`src/rtl/pipe_pkg.sv`:
```
// Shared pipeline definitions: control-bit positions, MEM-stage FSM states, default datapath width.
// Latency: n/a (types and constants only).
// Backpressure: n/a.
package pipe_pkg;

    localparam int DW_DEF = 32;

    // Bit positions inside ctlwb (WB bundle) and ctlm (MEM bundle)
    localparam int REGWRITE = 1;
    localparam int MEMTOREG = 0;
    localparam int MEMREAD  = 1;
    localparam int MEMWRITE = 0;

    typedef enum logic [1:0] {
        ST_IDLE = 2'd0,
        ST_REQ  = 2'd1,
        ST_WAIT = 2'd2,
        ST_DONE = 2'd3
    } mem_state_e;

endpackage

```
`src/rtl/mem_wb_latch.sv`:
```
// MEM/WB pipeline register with synchronous clear and bubble insert.
// Latency: 1 cycle, d to q.
// Backpressure: none; bubble=1 loads all-zero fields instead of d.
module mem_wb_latch
    import pipe_pkg::*;
#(
    parameter int DW = DW_DEF
) (
    input  logic          clk,
    input  logic          rst_n,
    input  logic          bubble,
    input  logic [1:0]    ctlwb_d,
    input  logic [DW-1:0] rdata_d,
    input  logic [DW-1:0] alu_d,
    input  logic [4:0]    dst_d,
    output logic [1:0]    ctlwb_q,
    output logic [DW-1:0] rdata_q,
    output logic [DW-1:0] alu_q,
    output logic [4:0]    dst_q
);

    always_ff @(posedge clk) begin
        if (!rst_n || bubble) begin
            ctlwb_q <= '0;
            rdata_q <= '0;
            alu_q   <= '0;
            dst_q   <= '0;
        end else begin
            ctlwb_q <= ctlwb_d;
            rdata_q <= rdata_d;
            alu_q   <= alu_d;
            dst_q   <= dst_d;
        end
    end

endmodule

```
`src/rtl/mem_access_unit.sv`:
```
// MEM stage: runs loads/stores on a req/ready + rvalid data memory; optional watchdog under MEM_TIMEOUT_EN.
// Latency: 1 cycle for non-memory ops; memory ops take 2 stall cycles plus ready/rvalid wait.
// Backpressure: combinational stall freezes upstream while an access is open; MEM/WB gets bubbles meanwhile.
module mem_access_unit
    import pipe_pkg::*;
#(
    parameter int DW             = DW_DEF,
    parameter int TIMEOUT_CYCLES = 255
) (
    input  logic          clk,
    input  logic          rst_n,
    input  logic [1:0]    ctlwb_in,
    input  logic [1:0]    ctlm_in,
    input  logic [DW-1:0] alu_result_in,
    input  logic [DW-1:0] rdata2_in,
    input  logic [4:0]    muxout_in,
    output logic          dmem_req,
    output logic          dmem_we,
    output logic [DW-1:0] dmem_addr,
    output logic [DW-1:0] dmem_wdata,
    input  logic          dmem_ready,
    input  logic          dmem_rvalid,
    input  logic [DW-1:0] dmem_rdata,
    output logic          stall,
    output logic [1:0]    ctlwb_out,
    output logic [DW-1:0] read_data_out,
    output logic [DW-1:0] alu_result_out,
    output logic [4:0]    muxout_out,
    output logic          mem_err
);

    mem_state_e    state_q, state_nxt;
    logic [DW-1:0] cap_q;
    logic          is_acc, is_load, req_ok, wait_ok, done_ok, cap_en;
    logic          wd_expire, timed_out;
    logic          wb_bubble;
    logic [1:0]    wb_ctl;
    logic [DW-1:0] wb_rdata;

    // A set MemRead wins over MemWrite: the access is a load
    assign is_acc  = ctlm_in[MEMREAD] | ctlm_in[MEMWRITE];
    assign is_load = ctlm_in[MEMREAD];

    assign dmem_we    = ctlm_in[MEMWRITE] & ~ctlm_in[MEMREAD];
    assign dmem_addr  = alu_result_in;
    assign dmem_wdata = rdata2_in;

    assign req_ok  = (state_q == ST_REQ) && dmem_ready && (!is_load || dmem_rvalid);
    assign wait_ok = (state_q == ST_WAIT) && dmem_rvalid;
    assign done_ok = req_ok || wait_ok;
    assign cap_en  = (req_ok && is_load) || wait_ok;

`ifdef MEM_TIMEOUT_EN
    logic [7:0] wd_cnt_q;
    logic       to_q;

    assign wd_expire = ((state_q == ST_REQ) || (state_q == ST_WAIT)) &&
                       (wd_cnt_q == 8'(TIMEOUT_CYCLES - 1));

    always_ff @(posedge clk) begin
        if (!rst_n || state_q == ST_IDLE) begin
            wd_cnt_q <= '0;
        end else if (state_q == ST_REQ || state_q == ST_WAIT) begin
            wd_cnt_q <= wd_cnt_q + 8'd1;
        end
    end

    // Marks the DONE cycle that was reached by the watchdog rather than the memory
    always_ff @(posedge clk) begin
        if (!rst_n) begin
            to_q <= 1'b0;
        end else begin
            to_q <= wd_expire && !done_ok;
        end
    end

    assign timed_out = to_q;
    assign mem_err   = (state_q == ST_DONE) && to_q;
`else
    assign wd_expire = 1'b0;
    assign timed_out = 1'b0;
    assign mem_err   = 1'b0;
`endif

    always_ff @(posedge clk) begin
        if (!rst_n) begin
            state_q <= ST_IDLE;
        end else begin
            state_q <= state_nxt;
        end
    end

    always_comb begin
        state_nxt = state_q;
        case (state_q)
            ST_IDLE: if (is_acc) state_nxt = ST_REQ;
            ST_REQ: begin
                if (req_ok)          state_nxt = ST_DONE;
                else if (wd_expire)  state_nxt = ST_DONE;
                else if (dmem_ready) state_nxt = ST_WAIT;
            end
            ST_WAIT: if (wait_ok || wd_expire) state_nxt = ST_DONE;
            ST_DONE: state_nxt = ST_IDLE;
            default: state_nxt = ST_IDLE;
        endcase
    end

    always_comb begin
        dmem_req  = 1'b0;
        stall     = 1'b0;
        wb_bubble = 1'b0;
        wb_ctl    = ctlwb_in;
        wb_rdata  = '0;
        case (state_q)
            ST_IDLE: begin
                stall     = is_acc;
                wb_bubble = is_acc;
            end
            ST_REQ: begin
                dmem_req  = 1'b1;
                stall     = 1'b1;
                wb_bubble = 1'b1;
            end
            ST_WAIT: begin
                stall     = 1'b1;
                wb_bubble = 1'b1;
            end
            ST_DONE: begin
                wb_rdata = is_load ? cap_q : '0;
                if (timed_out) begin
                    wb_ctl   = '0;
                    wb_rdata = '0;
                end
            end
            default: ;
        endcase
    end

    always_ff @(posedge clk) begin
        if (!rst_n) begin
            cap_q <= '0;
        end else if (cap_en) begin
            cap_q <= dmem_rdata;
        end
    end

    mem_wb_latch #(.DW(DW)) u_mem_wb (
        .clk     (clk),
        .rst_n   (rst_n),
        .bubble  (wb_bubble),
        .ctlwb_d (wb_ctl),
        .rdata_d (wb_rdata),
        .alu_d   (alu_result_in),
        .dst_d   (muxout_in),
        .ctlwb_q (ctlwb_out),
        .rdata_q (read_data_out),
        .alu_q   (alu_result_out),
        .dst_q   (muxout_out)
    );

endmodule

```
`config.mk`:
```
export PLATFORM = sky130hd
export DESIGN_NAME = mem_access_unit
export DESIGN_NICKNAME = d
export VERILOG_FILES = /design/src/rtl/pipe_pkg.sv /design/src/rtl/mem_wb_latch.sv /design/src/rtl/mem_access_unit.sv
export SDC_FILE = /design/constraint.sdc
export NUM_CORES = 1
export LEC_CHECK = 0
export ABC_AREA = 1
export CORE_ASPECT_RATIO = 1.75
export CORE_MARGIN = 2
export CORE_UTILIZATION = 41
export DETAILED_ROUTE_END_ITERATION = 7
export PLACE_DENSITY = 0.86
export SYNTH_ARGS = -nofsm -noshare
export SYNTH_HDL_FRONTEND = slang
export SYNTH_HIERARCHICAL = 1
export SYNTH_SLANG_ARGS = --single-unit
```
`constraint.sdc`:
```
create_clock -name clk -period 2.3 [get_ports clk]
set_clock_uncertainty 0.15 [all_clocks]
set_input_delay 0.575 -clock clk [delete_from_list [all_inputs] [get_ports clk]]
set_output_delay 0.575 -clock clk [all_outputs]
set_load 0.05 [all_outputs]
```
==> reports/summary.json, run 1 <==
{
  "tritoncts_clock_tree": {"value": "done"},
  "power_density": {"value": 1000, "unit": "nW/um2"},
  "end_kind": {"value": "output pin"},
  "ctsLongestPathBuffers": {"value": 2},
  "status": {"value": "finished, final reports clean"},
  "leakagePower": {"value": 0.00260, "unit": "uW"},
  "boundaryPins": {"value": 248},
  "fill_cells": {"value": 870},
  "critical_path.n_buffers_inverters": {"value": 1},
  "syn_avg_cell_area": {"value": 7.85, "unit": "um2"},
  "tightest_slew": {"value": 0.974, "unit": "ns"},
  "hold_class": {"value": "register to register"},
  "io_buffer_count": {"value": 182},
  "grt_util_all_layers": {"value": 0.186},
  "drt_wl_total": {"value": 10600, "unit": "um"},
  "final_antenna_net_count": {"value": 0},
  "drv.max_cap_violation_count": {"value": 0},
  "timing.rr.end": {"value": "u_mem_wb/rdata_q[24]"},
  "routed-via-count": {"value": 3450},
  "initial_utilization": {"value": 0.416},
  "number_of_global_route_vias_before_repair": {"value": 3378},
  "cts_hold_buffers": {"value": 0},
  "synth_sequential_area_ratio": {"value": 0.496},
  "cts.htree.levels": {"value": 3},
  "drt_pass1_iterations": {"value": 5},
  "detailedPlacementHpwl": {"value": 8320, "unit": "um"},
  "die_area": {"value": 11200, "unit": "um2"},
  "flow.area_growth_from_synthesis": {"value": 49.2, "unit": "%"},
  "grt_antenna_before_repair": {"value": 0},
  "antenna-diode-count": {"value": 0},
  "synth.largest_area_cell": {"value": "dfxtp_1"},
  "pnr_total_power": {"value": 6330, "unit": "uW"},
  "worst_setup_slack_before_clock_tree_synthesis": {"value": -0.177, "unit": "ns"},
  "synth_top_area_frac": {"value": 0.496},
  "worst_path_dominant_cell_family": {"value": "buffers and inverters"},
  "drv_slew": {"value": 0},
  "core": {"value": 10200, "unit": "um2"},
  "overflow": {"value": 0},
  "worst-endpoint-required": {"value": 1.57, "unit": "ns"},
  "worstSkewPairLatency": {"value": 0.33, "unit": "ns"},
  "hold-worst-slack": {"value": 0.334, "unit": "ns"},
  "post_synth_main_area_contributors": {"value": "dfxtp_1, nor2_1, buf_4"},
  "worst_ep_arrival_time": {"value": 1.51, "unit": "ns"},
  "reg2reg_slack": {"value": 0.45, "unit": "ns"},
  "num-nets-final": {"value": 771},
  "cell_with_the_most_instances_after_synthesis": {"value": "nor2_1"},
  "worst_setup_path_start_kind": {"value": "register"},
  "worst-setup-path-type": {"value": "register to output pin"},
  "leading_register_cell_type_out_of_synthesis": {"value": "dfxtp_1"},
  "worstHoldStart": {"value": "cap_q[9]"},
  "rsz_0062_raised_after_global_routing": {"value": "false"},
  "routabilityCongestion": {"value": 0.772},
  "postSynth.asyncResetShare": {"value": 0},
  "cpPeakStageDelay": {"value": 0.84, "unit": "ns"},
  "clkSinkCount": {"value": 105},
  "final.setup.tns": {"value": 0, "unit": "ns"},
  "drc_errors": {"value": 0},
  "synth_cells": {"value": 540},
  "rows": {"value": 49},
  "avgViaCountPerCell": {"value": 4.37},
  "finalWorstSetupSlack": {"value": 0.0665, "unit": "ns"},
  "final_hold_viol_count": {"value": 0},
  "synth_top_cells_by_count": {"value": "nor2_1, dfxtp_1, inv_1"},
  "fin_crit": {"value": 2.23, "unit": "ns"},
  "synth_enable_flop_cells": {"value": 0},
  "crit-reg2reg-launch": {"value": "state_q[0]"},
  "synth_warnings": {"value": 6},
  "cp_max_fo": {"value": 1},
  "final_util": {"value": 0.621},
  "horiz_die_dim": {"value": 80.9, "unit": "um"},
  "timing.hold.worst_path_depth": {"value": 2},
  "timing.critical_path.slowest_stage_cell": {"value": "clkdlybuf4s50_1"},
  "grt_pass1_wl": {"value": 16000, "unit": "um"},
  "first_iteration_detailed_routing_drc_count": {"value": 95},
  "clock-root-buffer": {"value": "clkbuf_16"},
  "post_syn_nets": {"value": 654},
  "vdd_drop_max": {"value": 584, "unit": "uV"},
  "finalCritPeriodShare": {"value": 0.971},
  "achievable_frequency": {"value": 0.448, "unit": "GHz"},
  "cts_buf_count": {"value": 9},
  "synth_cell_type_count": {"value": 21},
  "cp_cell_sequence": {"value": "clkdlybuf4s50_1"},
  "layout-drive-gt1-share": {"value": 0.121},
  "post_drt_wl_per_cell": {"value": 13.4, "unit": "um"},
  "timing.hold.worst_endpoint": {"value": "cap_q[9]"},
  "synth_seq_cells": {"value": 105},
  "slew_headroom": {"value": 0.350},
  "report.final.setup_viol": {"value": 0},
  "die_height": {"value": 138, "unit": "um"},
  "syn_area": {"value": 4240, "unit": "um2"},
  "cts.reportedPaths.clkPinSlew": {"value": 0.07, "unit": "ns"},
  "r2r_cells": {"value": 5},
  "grt_start_max_net_pins": {"value": 36}
}
-- cell usage in the layout (no fill, tap or decap), drive strengths merged --
cell and n:
ha 5, clkbuf 12, nand2 43, o21ai 34, nand3 2, inv 86
conb 1, clkinvlp 2, dfxtp 105, o21bai 1, buf 47, dlygate4sd2 2
a21oi 2, clkinv 2, clkdlybuf4s50 145, nor2 173
-- per-stage QoR --
| step | cell area, um2 | cells |
|---|---|---|
| after floorplan | 4240 | 540 |
| after global placement | 6030 | 772 |
| after detailed placement | 6030 | 772 |
| after CTS | 6320 | 789 |
| after global routing | 6320 | 789 |
| final | 6320 | 789 |
-- layer usage --
layer	global-route usage	wire, um	up-vias	share of wire
li1	-	-	1731	-
met1	0.167	3460	1513	0.33
met2	0.348	5710	155	0.54
met3	0.0431	813	51	0.077
met4	0.128	587	0	0.056
met5	0	0	-	0
-- how the worst max path moves through the flow --
stage                          from                  to  slack (ns)  cells after the start
3_5_place_dp             ctlm_in[1]               stall       -0.18                      6
5_1_grt                  state_q[0]               stall       0.004                      7
6_report       u_mem_wb/rdata_q[29]   read_data_out[29]        0.07                      1
4_1_cts                  state_q[0]               stall        0.01                      7
2_1_floorplan            ctlm_in[1]  u_mem_wb/alu_q[31]        0.20                      9
3_3_place_gp             ctlm_in[1]               stall       -0.20                      6
-- power by group --
part	leakage (uW)	internal (uW)	switching, uW	total (uW)
sequential	0.000856	2180	145	2320
clock	0.000123	737	628	1370
combinational	0.00162	993	1640	2640
-- kinds of logic (layout without fill, tap and decap cells) --
logic type | count (synthesis) | count (layout) | share of synthesized area
AND/OR/NAND/NOR | 218 | 218 | 0.201
buffers and inverters | 174 | 296 | 0.241
flip-flops | 105 | 105 | 0.496
AO/OA/AOI/OAI | 37 | 37 | 0.0469
adder cells (fa/ha/maj) | 5 | 5 | 0.0148
other | 1 | 1 | 0.000885
-- tightest hold or removal path, delay by kind of cell, from the launching register on --
kind | cells | cell delay [ns]
flops | 1 | 0.33
simple gates | 2 | 0.13
-- sequential cells by signal, summed over array words and instances, names as in the netlist --
signal and flops:
cap_q 32, u_mem_wb/ctlwb_q 2, state_q 2, u_mem_wb/rdata_q 32, u_mem_wb/alu_q 32, u_mem_wb/dst_q 5
-- repair_timing --
item | CTS | global route
pin swaps | 3 | 1
buffers inserted | 1 | 0
endpoints found under the setup margin | 2 | 1
gates resized for setup | 12 | 0
-- layout make-up --
| type | count | area (um2) | share of cell area |
|---|---|---|---|
| clock buffers | 12 | 236 | 0.0374 |
| clock inverters | 4 | 28.8 | 0.00455 |
| inverters | 86 | 327 | 0.0517 |
| multi-input cells | 261 | 1140 | 0.180 |
| flip-flops and latches | 105 | 2110 | 0.333 |
| well taps | 127 | 159 | 0.0251 |
| repair buffers | 194 | 2330 | 0.368 |
No activity file was read; power rests on OpenSTA's default activity.
==> run 2, diff against run 1 <==
--- a/config.mk
+++ b/config.mk
@@ -11,6 +11,7 @@
 export CORE_UTILIZATION = 41
 export DETAILED_ROUTE_END_ITERATION = 7
 export PLACE_DENSITY = 0.86
+export SKIP_CTS_REPAIR_TIMING = 1
 export SYNTH_ARGS = -nofsm -noshare
 export SYNTH_HDL_FRONTEND = slang
 export SYNTH_HIERARCHICAL = 1
==> run 2 against run 1 <==
  * Worst hold slack hardly changed
  * Register-to-register slack lost 0.03 ns
  * Routed wire length rose by 0.97%
  * First-iteration DRC count up 8.4%
  * Clock-buffer cell count unchanged
  * Maximum frequency up 0.12%
  * Die area stayed put
  * Total power increased by 0.50%
  * Sequential cell count stayed put
  * Worst setup slack improved by 0.0028 ns
  * Via count grew 0.26%
  * Utilization rose by 0.25 points
  * Critical path type unchanged
  * Highest routed layer unchanged
==> reports/summary.json, run 2 (synthesis gave the netlist of run 1 again) <==
{
  "status": {"value": "finished, final reports clean", "change": "unchanged"},
  "cts.reportedPaths.clkPinSlew": {"value": 0.07, "unit": "ns", "change": "about the same"},
  "fin_crit": {"value": 2.23, "unit": "ns", "change": "about the same"},
  "number_of_global_route_vias_before_repair": {"value": 3365, "change": "was 3378"},
  "post_drt_wl_per_cell": {"value": 13.5, "unit": "um", "change": "was 13.4 um"},
  "final_antenna_net_count": {"value": 0, "change": "unchanged"},
  "layout.cells.most_common": {"value": "nor2_1", "change": "unchanged"},
  "horiz_die_dim": {"value": 80.9, "unit": "um", "change": "unchanged"},
  "num-nets-final": {"value": 773, "change": "was 771"},
  "final_hold_viol_count": {"value": 0, "change": "unchanged"},
  "drt_wl_total": {"value": 10700, "unit": "um", "change": "was 10600 um"},
  "p_switching": {"value": 2430, "unit": "uW", "change": "was 2420 uW"},
  "grt_pass1_wl": {"value": 16000, "unit": "um", "change": "about the same"},
  "use_met2": {"value": 0.348, "change": "unchanged"},
  "routed-via-count": {"value": 3459, "change": "was 3450"},
  "leakagePower": {"value": 0.00262, "unit": "uW", "change": "was 0.00260 uW"},
  "postPlaceCellArea": {"value": 6030, "unit": "um2", "change": "unchanged"},
  "worstSkewPairLatency": {"value": 0.33, "unit": "ns", "change": "about the same"},
  "timing.critical_path.slowest_stage_cell": {"value": "clkdlybuf4s50_1", "change": "unchanged"},
  "first_iteration_detailed_routing_drc_count": {"value": 103, "change": "was 95"},
  "routabilityCongestion": {"value": 0.772, "change": "unchanged"},
  "layout-drive-gt1-share": {"value": 0.123, "change": "was 0.121"},
  "slew_headroom": {"value": 0.349, "change": "was 0.350"},
  "detailedPlacementHpwl": {"value": 8320, "unit": "um", "change": "unchanged"},
  "power.clock.fraction": {"value": 0.215, "change": "was 0.216"},
  "io_buffer_count": {"value": 182, "change": "unchanged"},
  "grt.busiest_layer": {"value": "met2", "change": "unchanged"},
  "cp_cell_sequence": {"value": "clkdlybuf4s50_1", "change": "unchanged"},
  "grt_antenna_before_repair": {"value": 0, "change": "unchanged"},
  "drt_pass1_iterations": {"value": 4, "change": "was 5"},
  "cts.htree.levels": {"value": 3, "change": "unchanged"},
  "grt_util_all_layers": {"value": 0.186, "change": "about the same"},
  "critical_path.n_buffers_inverters": {"value": 1, "change": "unchanged"},
  "share_seq_of_total_power": {"value": 0.366, "change": "was 0.367"},
  "drv_slew": {"value": 0, "change": "unchanged"},
  "cts_buf_count": {"value": 9, "change": "unchanged"},
  "worst_ep_arrival_time": {"value": 1.51, "unit": "ns", "change": "about the same"},
  "drv.max_cap_violation_count": {"value": 0, "change": "unchanged"},
  "achievable_frequency": {"value": 0.448, "unit": "GHz", "change": "about the same"},
  "overflow": {"value": 0, "change": "unchanged"},
  "die_height": {"value": 138, "unit": "um", "change": "unchanged"},
  "cpPeakStageDelay": {"value": 0.84, "unit": "ns", "change": "about the same"},
  "cp_max_fo": {"value": 1, "change": "unchanged"},
  "core": {"value": 10200, "unit": "um2", "change": "unchanged"},
  "avgViaCountPerCell": {"value": 4.37, "change": "about the same"},
  "end_kind": {"value": "output pin", "change": "unchanged"},
  "comb_power_share": {"value": 0.419, "change": "was 0.417"},
  "worst-endpoint-required": {"value": 1.57, "unit": "ns", "change": "about the same"},
  "initial_utilization": {"value": 0.416, "change": "unchanged"},
  "boundaryPins": {"value": 248, "change": "unchanged"},
  "ctsLongestPathBuffers": {"value": 2, "change": "unchanged"},
  "grt_start_max_net_pins": {"value": 36, "change": "unchanged"},
  "flow.area_growth_from_synthesis": {"value": 49.7, "unit": "%", "change": "was 49.2%"},
  "post-route-cell-area": {"value": 6350, "unit": "um2", "change": "was 6320 um2"},
  "tightest_slew": {"value": 0.975, "unit": "ns", "change": "was 0.974 ns"},
  "antenna-diode-count": {"value": 0, "change": "unchanged"},
  "vdd_drop_max": {"value": 679, "unit": "uV", "change": "was 584 uV"},
  "worst_setup_path_start_kind": {"value": "register", "change": "unchanged"},
  "final_util": {"value": 0.624, "change": "was 0.621"},
  "rows": {"value": 49, "change": "unchanged"},
  "leading_cell_types_in_the_layout_fill_and_taps_excluded": {"value": "nor2_1, clkdlybuf4s50_1, dfxtp_1", "change": "unchanged"},
  "clkSinkCount": {"value": 105, "change": "unchanged"},
  "die_area": {"value": 11200, "unit": "um2", "change": "unchanged"},
  "grt_util_met3": {"value": 0.0431, "change": "unchanged"},
  "final.setup.tns": {"value": 0, "unit": "ns", "change": "unchanged"},
  "report.final.setup_viol": {"value": 0, "change": "unchanged"},
  "tritoncts_clock_tree": {"value": "done", "change": "unchanged"},
  "p_int": {"value": 3930, "unit": "uW", "change": "was 3910 uW"},
  "hold_class": {"value": "register to register", "change": "unchanged"},
  "reg.largest.list": {"value": "cap_q: 32 flops, u_mem_wb/alu_q: 32 flops, u_mem_wb/rdata_q: 32 flops", "change": "unchanged"},
  "clock-root-buffer": {"value": "clkbuf_16", "change": "unchanged"},
  "groute.layer.met1.usage": {"value": 0.167, "change": "about the same"},
  "power_density": {"value": 1000, "unit": "nW/um2", "change": "about the same"},
  "drc_errors": {"value": 0, "change": "unchanged"},
  "worst_path_dominant_cell_family": {"value": "buffers and inverters", "change": "unchanged"},
  "rsz_0062_raised_after_global_routing": {"value": "false", "change": "unchanged"},
  "finalCritPeriodShare": {"value": 0.970, "change": "was 0.971"},
  "power.switching_fraction": {"value": 0.382, "change": "about the same"},
  "worst-setup-path-type": {"value": "register to output pin", "change": "unchanged"}
}
-- run 2: power by group through the flow --
stage                     Sequential [uW]  Clock, uW  Combinational, uW
after floorplan                      3040          0               1180
after global placement               2330          0               2560
after detailed placement             2360          0               2620
after CTS                            2320       1410               2630
after global routing                 2360       1490               2830
final                                2330       1370               2660
-- run 2: path summary, 6_finish.rpt --
path                            cells after the start  slack, ns            startpoint                   end
worst max register to register                      5       0.42            state_q[0]  u_mem_wb/rdata_q[24]
worst min-delay path                                2       0.33              cap_q[4]              cap_q[4]
worst min register to register                      2       0.33              cap_q[4]              cap_q[4]
worst max-delay path                                1       0.07  u_mem_wb/rdata_q[29]     read_data_out[29]
-- run 2: stage by stage --
| stage | setup slack (ns) | instances | total power [uW] | hold WS [ns] |
|---|---|---|---|---|
| after floorplan | 0.197 | 540 | 4230 | 0.304 |
| after global placement | -0.197 | 772 | 4900 | 0.313 |
| after detailed placement | -0.177 | 772 | 4980 | 0.320 |
| after CTS | -0.179 | 788 | 6350 | 0.336 |
| after global routing | 0.00252 | 791 | 6680 | 0.365 |
| final | 0.0692 | 791 | 6360 | 0.334 |
-- run 2: layout make-up --
class	count	area [um2]
clock inverter	4	28.8
multi-input combinational	261	1140
inverter	86	329
clock buffer	12	236
tap	127	159
timing repair buffer	196	2350
sequential	105	2110
fill	864	3830
-- run 2: worst register-to-register path: cells and delay by family (launching register included) --
| kind | cells | cell delay (ns) |
|---|---|---|
| flip-flops | 1 | 0.37 |
| AND/OR/NAND/NOR | 2 | 0.21 |
| adder cells (fa/ha/maj) | 1 | 0.23 |
| buffers and inverters | 2 | 0.82 |
-- run 2: routing by layer --
layer	up-vias	share of wire	routed length, um
li1	1737	-	-
met1	1524	0.33	3510
met2	146	0.54	5770
met3	52	0.073	782
met4	0	0.057	610
met5	-	0	0
